<file path="config.mk">
export PLATFORM = sky130hd
export DESIGN_NAME = l2_cache_ctrl_nway
export DESIGN_NICKNAME = d
export VERILOG_FILES = /design/src/rtl/l2_cache_ctrl_nway.sv
export SDC_FILE = /design/constraint.sdc
export NUM_CORES = 1
export LEC_CHECK = 0
export CORE_ASPECT_RATIO = 1.75
export CORE_MARGIN = 2
export CORE_UTILIZATION = 45
export DETAILED_ROUTE_END_ITERATION = 6
export PLACE_DENSITY = 0.81
export RECOVER_POWER = 100
export SYNTH_ARGS = -nofsm -noshare
export SYNTH_HDL_FRONTEND = slang
export SYNTH_SLANG_ARGS = --single-unit
</file>
<file path="constraint.sdc">
create_clock -name i_clk -period 3.9 [get_ports i_clk]
set_input_delay 0.78 -clock i_clk [delete_from_list [all_inputs] [get_ports i_clk]]
set_output_delay 0.78 -clock i_clk [all_outputs]
set_load 0.05 [all_outputs]
</file>
<file path="src/rtl/l2_cache_ctrl_nway.sv">
// Control FSM for an N-way set-associative write-back L2 cache: tree-PLRU replacement,
// invalid-way-first victim choice, memory retry back-off and saturating hit/miss counters.
module l2_cache_ctrl_nway #(
  parameter int WAYS      = 4,
  parameter int RETRY_GAP = 2,
  parameter int CNT_W     = 32,
  localparam int WL       = $clog2(WAYS)
) (
  input  logic             i_clk,
  input  logic             i_rst,
  input  logic             i_hit,
  input  logic [WL-1:0]    i_hit_way,
  input  logic [WAYS-1:0]  i_valid_vec,
  input  logic [WAYS-1:0]  i_dirty_vec,
  input  logic [WAYS-2:0]  i_lru_out,
  output logic             o_lru_write,
  output logic [WAYS-2:0]  o_lru_in,
  output logic [WAYS-1:0]  o_valid_we,
  output logic [WAYS-1:0]  o_dirty_we,
  output logic [WAYS-1:0]  o_tag_we,
  output logic [WAYS-1:0]  o_data_we,
  output logic             o_valid_in,
  output logic             o_dirty_in,
  output logic [WL-1:0]    o_way_sel,
  output logic             o_pmem_addr_sig,
  output logic             o_data_sig,
  input  logic             i_cpu_action_stb,
  input  logic             i_cpu_action_cyc,
  input  logic             i_cpu_write,
  output logic             o_cpu_resp,
  output logic             o_cpu_retry,
  output logic             o_mem_action_stb,
  output logic             o_mem_action_cyc,
  output logic             o_mem_write,
  input  logic             i_mem_resp,
  input  logic             i_mem_retry,
  output logic [CNT_W-1:0] o_hit_cnt,
  output logic [CNT_W-1:0] o_miss_cnt
);

  localparam int GW = $clog2(RETRY_GAP + 1);

  localparam logic [1:0] S_IDLE = 2'd0;
  localparam logic [1:0] S_WB   = 2'd1;
  localparam logic [1:0] S_RD   = 2'd2;
  localparam logic [1:0] S_BO   = 2'd3;

  logic [1:0]       r_state;
  logic [1:0]       r_target;
  logic [WL-1:0]    r_victim;
  logic [GW-1:0]    r_gap;
  logic [CNT_W-1:0] r_hit_cnt;
  logic [CNT_W-1:0] r_miss_cnt;

  logic             w_req;
  logic [WL-1:0]    w_victim;
  logic [WAYS-1:0]  w_hit_oh;
  logic [WAYS-1:0]  w_victim_oh;

  // Node at level l on the path to way w sits at (2^l - 1) + (w >> (WL - l)).
  function automatic logic [WAYS-2:0] f_plru_update(input logic [WAYS-2:0] lru,
                                                    input logic [WL-1:0] way);
    logic [WAYS-2:0] upd;
    int idx;
    logic b;
    upd = lru;
    for (int l = 0; l < WL; l++) begin
      idx = (32'sd1 <<< l) - 32'sd1 + (int'(way) >> (WL - l));
      b   = way[WL-1-l];
      for (int n = 0; n < WAYS - 1; n++) begin
        upd[n] = (n == idx) ? b : upd[n];
      end
    end
    return upd;
  endfunction

  function automatic logic [WL-1:0] f_plru_victim(input logic [WAYS-2:0] lru);
    int pre;
    int idx;
    logic b;
    pre = 0;
    for (int l = 0; l < WL; l++) begin
      idx = (32'sd1 <<< l) - 32'sd1 + pre;
      b   = 1'b0;
      for (int n = 0; n < WAYS - 1; n++) begin
        b = (n == idx) ? ~lru[n] : b;
      end
      pre = pre * 32'sd2 + int'(b);
    end
    return pre[WL-1:0];
  endfunction

  assign w_req       = i_cpu_action_stb & i_cpu_action_cyc;
  assign w_hit_oh    = WAYS'(1) << i_hit_way;
  assign w_victim_oh = WAYS'(1) << r_victim;
  assign o_hit_cnt   = r_hit_cnt;
  assign o_miss_cnt  = r_miss_cnt;
  assign o_cpu_retry = w_req & ~o_cpu_resp;

  // Victim: lowest-index invalid way, otherwise the PLRU choice.
  always_comb begin
    w_victim = f_plru_victim(i_lru_out);
    for (int i = WAYS - 1; i >= 0; i--) begin
      w_victim = i_valid_vec[i] ? w_victim : i[WL-1:0];
    end
  end

  // State-decoded array, CPU and memory controls.
  always_comb begin
    o_lru_write      = 1'b0;
    o_lru_in         = i_lru_out;
    o_valid_we       = {WAYS{1'b0}};
    o_dirty_we       = {WAYS{1'b0}};
    o_tag_we         = {WAYS{1'b0}};
    o_data_we        = {WAYS{1'b0}};
    o_valid_in       = 1'b0;
    o_dirty_in       = 1'b0;
    o_way_sel        = {WL{1'b0}};
    o_pmem_addr_sig  = 1'b0;
    o_data_sig       = 1'b0;
    o_cpu_resp       = 1'b0;
    o_mem_action_stb = 1'b0;
    o_mem_action_cyc = 1'b0;
    o_mem_write      = 1'b0;
    case (r_state)
      S_IDLE: begin
        if (w_req && i_hit) begin
          o_cpu_resp  = 1'b1;
          o_lru_write = 1'b1;
          o_lru_in    = f_plru_update(i_lru_out, i_hit_way);
          if (i_cpu_write) begin
            o_data_we  = w_hit_oh;
            o_dirty_we = w_hit_oh;
            o_dirty_in = 1'b1;
          end else begin
            o_data_we  = {WAYS{1'b0}};
          end
        end else begin
          o_cpu_resp = 1'b0;
        end
      end
      S_WB: begin
        o_mem_action_stb = 1'b1;
        o_mem_action_cyc = 1'b1;
        o_mem_write      = 1'b1;
        o_pmem_addr_sig  = 1'b1;
        o_way_sel        = r_victim;
      end
      S_RD: begin
        o_mem_action_stb = 1'b1;
        o_mem_action_cyc = 1'b1;
        o_data_sig       = 1'b1;
        o_way_sel        = r_victim;
        if (i_mem_resp) begin
          o_tag_we   = w_victim_oh;
          o_data_we  = w_victim_oh;
          o_valid_we = w_victim_oh;
          o_dirty_we = w_victim_oh;
          o_valid_in = 1'b1;
        end else begin
          o_valid_in = 1'b0;
        end
      end
      S_BO: begin
        o_way_sel = r_victim;
      end
      default: begin
        o_way_sel = {WL{1'b0}};
      end
    endcase
  end

  // FSM, frozen victim, back-off counter and saturating statistics.
  always_ff @(posedge i_clk or posedge i_rst) begin
    if (i_rst) begin
      r_state    <= S_IDLE;
      r_target   <= S_IDLE;
      r_victim   <= {WL{1'b0}};
      r_gap      <= {GW{1'b0}};
      r_hit_cnt  <= {CNT_W{1'b0}};
      r_miss_cnt <= {CNT_W{1'b0}};
    end else begin
      case (r_state)
        S_IDLE: begin
          if (w_req && i_hit) begin
            if (r_hit_cnt != {CNT_W{1'b1}}) r_hit_cnt <= r_hit_cnt + CNT_W'(1);
          end else if (w_req) begin
            r_victim <= w_victim;
            if (r_miss_cnt != {CNT_W{1'b1}}) r_miss_cnt <= r_miss_cnt + CNT_W'(1);
            r_state  <= (i_dirty_vec[w_victim] & i_valid_vec[w_victim]) ? S_WB : S_RD;
          end
        end
        S_WB: begin
          if (i_mem_resp) begin
            r_state <= S_RD;
          end else if (i_mem_retry) begin
            r_state  <= S_BO;
            r_target <= S_WB;
            r_gap    <= {GW{1'b0}};
          end
        end
        S_RD: begin
          if (i_mem_resp) begin
            r_state <= S_IDLE;
          end else if (i_mem_retry) begin
            r_state  <= S_BO;
            r_target <= S_RD;
            r_gap    <= {GW{1'b0}};
          end
        end
        S_BO: begin
          if (r_gap == GW'(RETRY_GAP - 1)) begin
            r_state <= r_target;
          end else begin
            r_gap <= r_gap + GW'(1);
          end
        end
        default: r_state <= S_IDLE;
      endcase
    end
  end

endmodule

</file>
== Yosys cells after proc, flatten, opt, wreduce, memory -nomap -nowiden ==
Index checks and enable logic that the tools add are counted.
Word-level totals
  flip-flop bits (word level): 72
  output and inout port bits: 95
  logic and storage cells: 106
Operators by class
  $add $sub $neg: 6
  $lt $le $gt $ge: 1
  eq/ne operators: 20
  shift operators: 2
  multiplexer cells: 49
  bitwise operators: 8
  reductions and logical operators: 14
Operator list (count)
  adder 32 x 1 -> 32 bit, second input constant: 2
  zero test 32 bit: 2
  inequality test 32 bit, second input constant: 2
  2-to-1 mux 2 bit: 19
  2-to-1 mux 1 bit: 18
  inequality test 2 bit, second input constant: 9
  2-to-1 mux 4 bit: 4
  AND reduction 3 bit: 3
  one-hot mux 2 bit (2 select lines): 2
  one-hot mux 2 bit (4 select lines): 1
  one-hot mux 4 bit (2 select lines): 1
  AND reduction 4 bit: 2
  left shift 1 x 2 -> 4 bit, first input constant: 2
  2-to-1 mux 3 bit: 2
  inverter 1 bit: 5
  AND reduction 5 bit: 1
  adder 1 x 1 -> 2 bit, first input constant: 2
  binary-select mux 1 bit (select 2 bit): 2
  equality test 1 x 2 -> 1 bit, first input constant: 2
  equality test 2 x 1 -> 1 bit, second input constant: 2
  equality test 2 bit, first input constant: 2
  equality test 2 bit, second input constant: 2
  nonzero test 2 bit: 2
  AND 1 bit: 3
  other kinds (8): 8

== Depth between registers and ports, before layout ==
Gate-level depths: netlist of the first run.
  depth after elaboration: 18
  mapped depth: 9
  mapped depth without buffers: 8

== Worst setup path before layout of the first run ==
Ideal clock, no wire load.
  path type: reg-to-output
  start: register r_state[0]
  end: output port o_dirty_we[2]
  arrival time: 3256 ps
  required time: 3120 ps
  path slack: -136 ps
  stages on the path, launching flop included: 7
  path through: dfrtp_1 inv_1 ha_1 nand2_1 nor3b_1 a21o_1 buf_4
On the way
  longest elaborated chain between the ends: 2
RTL lines
  from (decl): RTL line 48  | logic [1:0] r_state;
  from (signal assigned): RTL line 190  | r_state <= (i_dirty_vec[w_victim] & i_valid_vec[w_victim]) ? S_WB : S_RD;
  from (signal assigned): RTL line 213  | r_state <= r_target;
  equality test 2 bit / zero test 2 bit (equally long branches)
  one-hot mux 4 bit (2 select lines) *
  to (decl): RTL line 19  | output logic [WAYS-1:0] o_dirty_we,
Mark *: on every way between the ends. The rest lies on a longest branch, timed or not.

== Worst setup path in the final report of the first run ==
  start: input port i_mem_resp
  end: output port o_tag_we[1]
On the way
  longest elaborated chain between the ends: 2
RTL lines
  from (decl): RTL line 35  | input logic i_mem_resp,
  2-to-1 mux 4 bit: RTL line 154  | if (i_mem_resp) begin
  2-to-1 mux 4 bit: RTL line 125  | case (r_state)
  to (decl): RTL line 20  | output logic [WAYS-1:0] o_tag_we,
Every way passes these cells.

==> metrics, run 1 <==
reg2reg path depth=8; Clock power frac=approximately 32%; critical path data arrival time=about 2700 ps; R2R Path End=o_hit_cnt[31]; WHS Endpoint=o_hit_cnt[15]; number of max-cap violations=0; Worst IR Drop VDD=between 0.6 and 0.7 mV; met2 wire length=between 5 and 6 mm; drt pass-1 iters=4; Synth async-reset ratio=100%; Rows=44; ys flop type=dfrtp_1; Ant. Diodes=0; Fill cells=approximately 700; CTS Hold Bufs=0; Initial Util=~46%; setup TNS=0 ps; NetSw=between 0.001 and 0.0015 W; HP Start=o_hit_cnt[15]; chip width=approximately 74 um; Multi-input gate area=about 1800 um2; outcome=finished, final reports clean; synthesized area=between 3000 and 4000 um2; Via density=~5.6; share of layout cells above drive strength 1=under 10%; largest net degree at the start of global routing=61; Nets=~520; vias in the first global route=~3.3k; # clock sinks=just over 70; Total GRT Usage=between 20% and 30%; clk_lat worst skew=around 340 ps; Max FO, Critical Path=5; EDFF count, synth=0; remaining routing DRC violations=0; combinational power share=about a third; hold crit path type=reg -> reg; Setup CP Type=in -> out; Slew Limit Fails=0; GR Overflow Total=0; Register Area=roughly 1800 um2; cts bufs inserted=9; Leak=~2.4 nW; register bit total from synthesis=between 70 and 80; Pint=roughly 0.0017 W; Detail Placement HPWL=approximately 7.4 mm; setup bufs post-CTS=0; Die H=126 um; Inst Count DP=around 580; Slew HR=less than 1%; commonest non-fill, non-tap cell in the layout=dlygate4sd3_1; PostCTS Resize Cnt=0; fin crit share=between 80% and 90%; syn_area_per_cell=just over 10 um2; sequential share of power=about a third; # setup viols final=0; top routing layer in use=met4; I/O pins=around 120; area of the core=between 8000 and 9000 um2; initial antenna violation count=0; final std cells w/o fill=591; final WL=9.71 mm; Ys Warns=0; switching part of the total=between 30% and 40%; Layout area overhead=36.9%; post-synthesis sequential area ratio=47.0%; Layout Skew=just over 7 ps; CTS Root Buffer Type=clkbuf_16; IO buf count=115; Required @ worst endpoint=roughly 3100 ps; DRT iter0 DRCs=305; Metal-1 WL=between 3 and 4 mm; r2r setup slk=about 980 ps; PD cells=between 500 and 600 nW/um2; Least-Margin Pin Slew=about 1500 ps; die area=roughly 9300 um2; commonest non-fill, non-tap cells in the layout=dlygate4sd3_1, dfrtp_1, xnor2_1; H-tree Lvls=3; hold path cells=1; CTS clock-pin slew for the worst setup and hold paths=approximately 50 ps; highest clock rate=~290 MHz; min cycle time layout=3500 ps; routed len/inst=16.4 um; met3 wire length=roughly 380 um; CTS max path bufs=2; unrepaired setup endpoints after global routing=false; Net Count, Synth=just over 400; routability-driven placement congestion ratio=about 0.87; Cells after Synth=roughly 380; antenna viol nets, final=0; CTS tree=yes; CP Capture Type=output pin; first-pass GRT wire length=around 16 mm; worst r2r src=r_state[1]; CP startpoint kind=primary input; Fin. Hold Viols=0; synth unique cells=a little over 50; vias=3334
[synthesized netlist by cell type, types with 3 or more instances]
| library cell | n | area share (%) |
|---|---|---|
| a22o_1 | 3 | 0.69 |
| and2_1 | 7 | 1.1 |
| nor3_1 | 8 | 1.0 |
| a21oi_1 | 8 | 1.0 |
| nand4_1 | 28 | 4.6 |
| nor2_1 | 24 | 2.4 |
| buf_4 | 11 | 2.2 |
| xor2_1 | 13 | 3.0 |
| or2_2 | 3 | 0.49 |
| ha_1 | 7 | 2.3 |
| and3_1 | 8 | 1.3 |
| o21ai_0 | 8 | 1.0 |
| a31oi_1 | 5 | 0.82 |
| xnor2_1 | 46 | 11 |
| nand3_1 | 21 | 2.7 |
| and4_1 | 3 | 0.69 |
| nor2b_1 | 4 | 0.65 |
| nand2_1 | 41 | 4.0 |
| inv_1 | 14 | 1.4 |
| dfrtp_1 | 72 | 47 |
[layer usage]
metal	global-route usage [%]	up-vias
met5	0	-
met3	4.72	23
met4	10.4	0
met2	37.3	115
met1	24.7	1620
li1	-	1576
[critical path, cell delays in order]
cell and delay, ps:
clkdlybuf4s50_1 550, nand2_1 160, nor3b_2 290, dlygate4sd3_1 930
[worst max-delay path by stage]
| stage | from | to | slack (ps) |
|---|---|---|---|
| 6_report | i_mem_resp | o_tag_we[1] | 400 |
| 5_1_grt | i_mem_resp | o_tag_we[1] | 260 |
| 4_1_cts | i_mem_resp | o_tag_we[1] | 410 |
| 3_5_place_dp | i_mem_resp | o_tag_we[1] | 430 |
| 3_3_place_gp | i_mem_resp | o_tag_we[1] | 430 |
| 2_1_floorplan | r_state[0] | o_dirty_we[3] | 280 |
[layout make-up]
class	instances	area share, %
clock buffers	10	4.56
clock inverters	6	1.57
inverters	15	1.07
multi-input cells	278	34.9
flip-flops and latches	72	34.3
well taps	92	2.19
repair buffers	118	21.4
[cell families after synthesis]
kind of cell / share of synthesized area (%)
simple gates: 23.7
flops: 47.0
xor+xnor: 13.5
compound gates: 7.94
buf+inv: 4.15
fa+ha+maj: 2.29
mux: 1.40
[registers in the layout (all words and copies together) (netlist names)]
name	count
o_hit_cnt	32
o_miss_cnt	32
r_gap	2
r_state	2
r_target	2
r_victim	2
[through the flow]
step | cell area (um2) | hold WS (ps) | util, % | total power [W] | worst slack (ps)
global route | 5250 | 505 | 63.5 | 0.00283 | 261
detailed placement | 5100 | 487 | 61.8 | 0.00195 | 427
floorplan | 3850 | 462 | - | 0.00161 | 277
global placement | 5100 | 480 | 61.8 | 0.00193 | 425
finish | 5250 | 489 | 63.5 | 0.00271 | 404
CTS | 5420 | 499 | 65.7 | 0.00284 | 413
[power by group through the flow]
stage | clock network, W | logic [W] | registers, W
after detailed placement | 0 | 0.00104 | 0.000909
final | 0.000879 | 0.000939 | 0.000896
after floorplan | 0 | 0.000609 | 0.000999
after CTS | 0.000892 | 0.00105 | 0.000897
after global routing | 0.000924 | 0.000997 | 0.000907
after global placement | 0 | 0.00103 | 0.000905
Note: power is estimated with default switching activity, not from simulation.
==> inputs of run 2 (changes only) <==
Settings changed: SLEW_MARGIN set to 5.
==> results of run 2 <==
The final DEF is identical to that of run 1; final timing and power are the same.
==> inputs of run 3 (changes only) <==
Settings changed: PLACE_DENSITY 0.81 to 0.83, RECOVER_POWER 100 to unset.
==> run 3 against run 2 <==
Net effect:
- non-clock buffer count unchanged
- highest routed layer unchanged
- worst setup slack gained 52 ps
- critical endpoint is now o_tag_we[3]
- clock skew about the same
==> metrics, run 3 (synthesis results as in run 1) <==
outcome=finished, final reports clean; Nets=about 520; commonest non-fill, non-tap cells in the layout=clkdlybuf4s50_1, dfrtp_1, xnor2_1; Total Power=roughly 0.0028 W; # clock sinks=between 70 and 80; H-tree Lvls=3; slowest stage cell, crit path=clkdlybuf4s50_1; setup bufs post-CTS=0; highest clock rate=between 200 and 300 MHz; Total GRT Usage=21.2%; vias in the first global route=about 3.4k; vias=3331; die area=between 9000 and 10000 um2; setup TNS=0 ps; Worst IR Drop VDD=0.664 mV; max incr delay on CP=roughly 830 ps; Buf/Inv on CP=3; # setup viols final=0; Slew HR=~30%; post-route setup slack=roughly 460 ps; final WL=between 9 and 10 mm; initial antenna violation count=0; pre-CTS setup slack=between 400 and 500 ps; Multi-input gate area=~1900 um2; Ant. Diodes=0; CTS Root Buffer Type=clkbuf_16; Setup CP Type=in -> out; worst-path cell chain=clkdlybuf4s50_1 -> nand2_1 -> inv_1 -> and3_1 -> clkdlybuf4s50_1; CP Capture Type=output pin; remaining routing DRC violations=0; routed len/inst=about 16 um; unrepaired setup endpoints after global routing=false; share of layout cells above drive strength 1=approximately a tenth; antenna viol nets, final=0; CTS Hold Bufs=0; area of the core=approximately 8300 um2; Layout area overhead=42.1%; cts bufs inserted=9; CTS max path bufs=2; critical path data arrival time=approximately 2700 ps; Fill cells=between 600 and 700; Layout Skew=between 6 and 7 ps; Max FO, Critical Path=5; Leak=approximately 2.3 nW; final instance area=around 5400 um2; Detail Placement HPWL=7.08 mm; CP startpoint kind=primary input; most used cell, CP=clkdlybuf4s50_1; CTS tree=yes; Rows=44; hold crit path type=reg -> reg; Fin. Hold Viols=0; Register Area=around 1800 um2; IO buf count=around 120; CTS clock-pin slew for the worst setup and hold paths=about 50 ps; largest net degree at the start of global routing=73; commonest non-fill, non-tap cell in the layout=clkdlybuf4s50_1; Die H=about 130 um; Required @ worst endpoint=3120 ps; fin crit share=between 80% and 90%; clk_lat worst skew=about 320 ps; GR Overflow Total=0; drt pass-1 iters=4; Hold Slack=500 ps; routability-driven placement congestion ratio=approximately 0.81; I/O pins=between 100 and 150; Top delay family on crit path=buffers and inverters; Initial Util=between 40% and 50%; first-pass GRT wire length=15.6 mm; Least-Margin Pin Slew=between 1000 and 1500 ps; placed cell areas=~5100 um2; PD cells=~520 nW/um2; Via density=between 5 and 6; number of max-cap violations=0; Slew Limit Fails=0; PostCTS Resize Cnt=0; DRT iter0 DRCs=just under 200; chip width=about 74 um; min cycle time layout=about 3400 ps
## run 3: changes by cell type in the layout (fill, tap and decap cells not counted), sizes merged
| cell | change |
|---|---|
| clkinv | -3 |
| buf | +15 |
| clkbuf | -9 |
| clkinvlp | -1 |
| dlygate4sd3 | -87 |
| clkdlybuf4s50 | +85 |
## run 3: power by group
group | internal, W | total [W] | leakage (nW) | switching (W)
logic | 0.000372 | 0.00104 | 1.20 | 0.000665
registers | 0.000813 | 0.000898 | 0.966 | 0.0000848
clock network | 0.000613 | 0.000896 | 0.163 | 0.000284
## run 3: layer usage
metal  global-route usage (%)  share of wire, %  vias up
li1                         -                 -     1576
met1                     24.3                38     1634
met2                     36.6                55      109
met3                     4.88               4.5       12
met4                     8.98               1.6        0
met5                        0                 0        -
## run 3: worst register-to-register path, cell delays in order (launching register included)
cell and delay (ps):
dfrtp_1 430, inv_1 110, ha_1 330, nand4_1 310, nor4_1 270, buf_4 180, o311a_1 410, nand4_1 170
xnor2_1 160
## run 3: stage by stage
| stage | cells | util [%] |
|---|---|---|
| finish | 591 | 65.9 |
| global route | 591 | 65.9 |
| CTS | 591 | 65.9 |
| detailed placement | 575 | 61.9 |
| global placement | 575 | 61.9 |
| floorplan | 379 | - |
## run 3: area by class of cell
class	instances	area share [%]
clock buffer	14	5.03
clock inverter	2	1.10
inverter	15	1.03
multi-input combinational	278	34.6
sequential	72	33.1
tap	92	2.11
timing repair buffer	118	23.0
## run 3: worst paths after layout
kind                                from            end  slack [ps]  cells after the start
max                           i_mem_resp    o_tag_we[3]         460                      5
min reg2reg                o_miss_cnt[5]  o_miss_cnt[5]         500                      1
max in group asynchronous          i_rst     r_state[0]        2740                      3
min                        o_miss_cnt[5]  o_miss_cnt[5]         500                      1
min in group asynchronous          i_rst  o_hit_cnt[13]         870                      3
max reg2reg                   r_state[0]  o_hit_cnt[31]        1400                      8
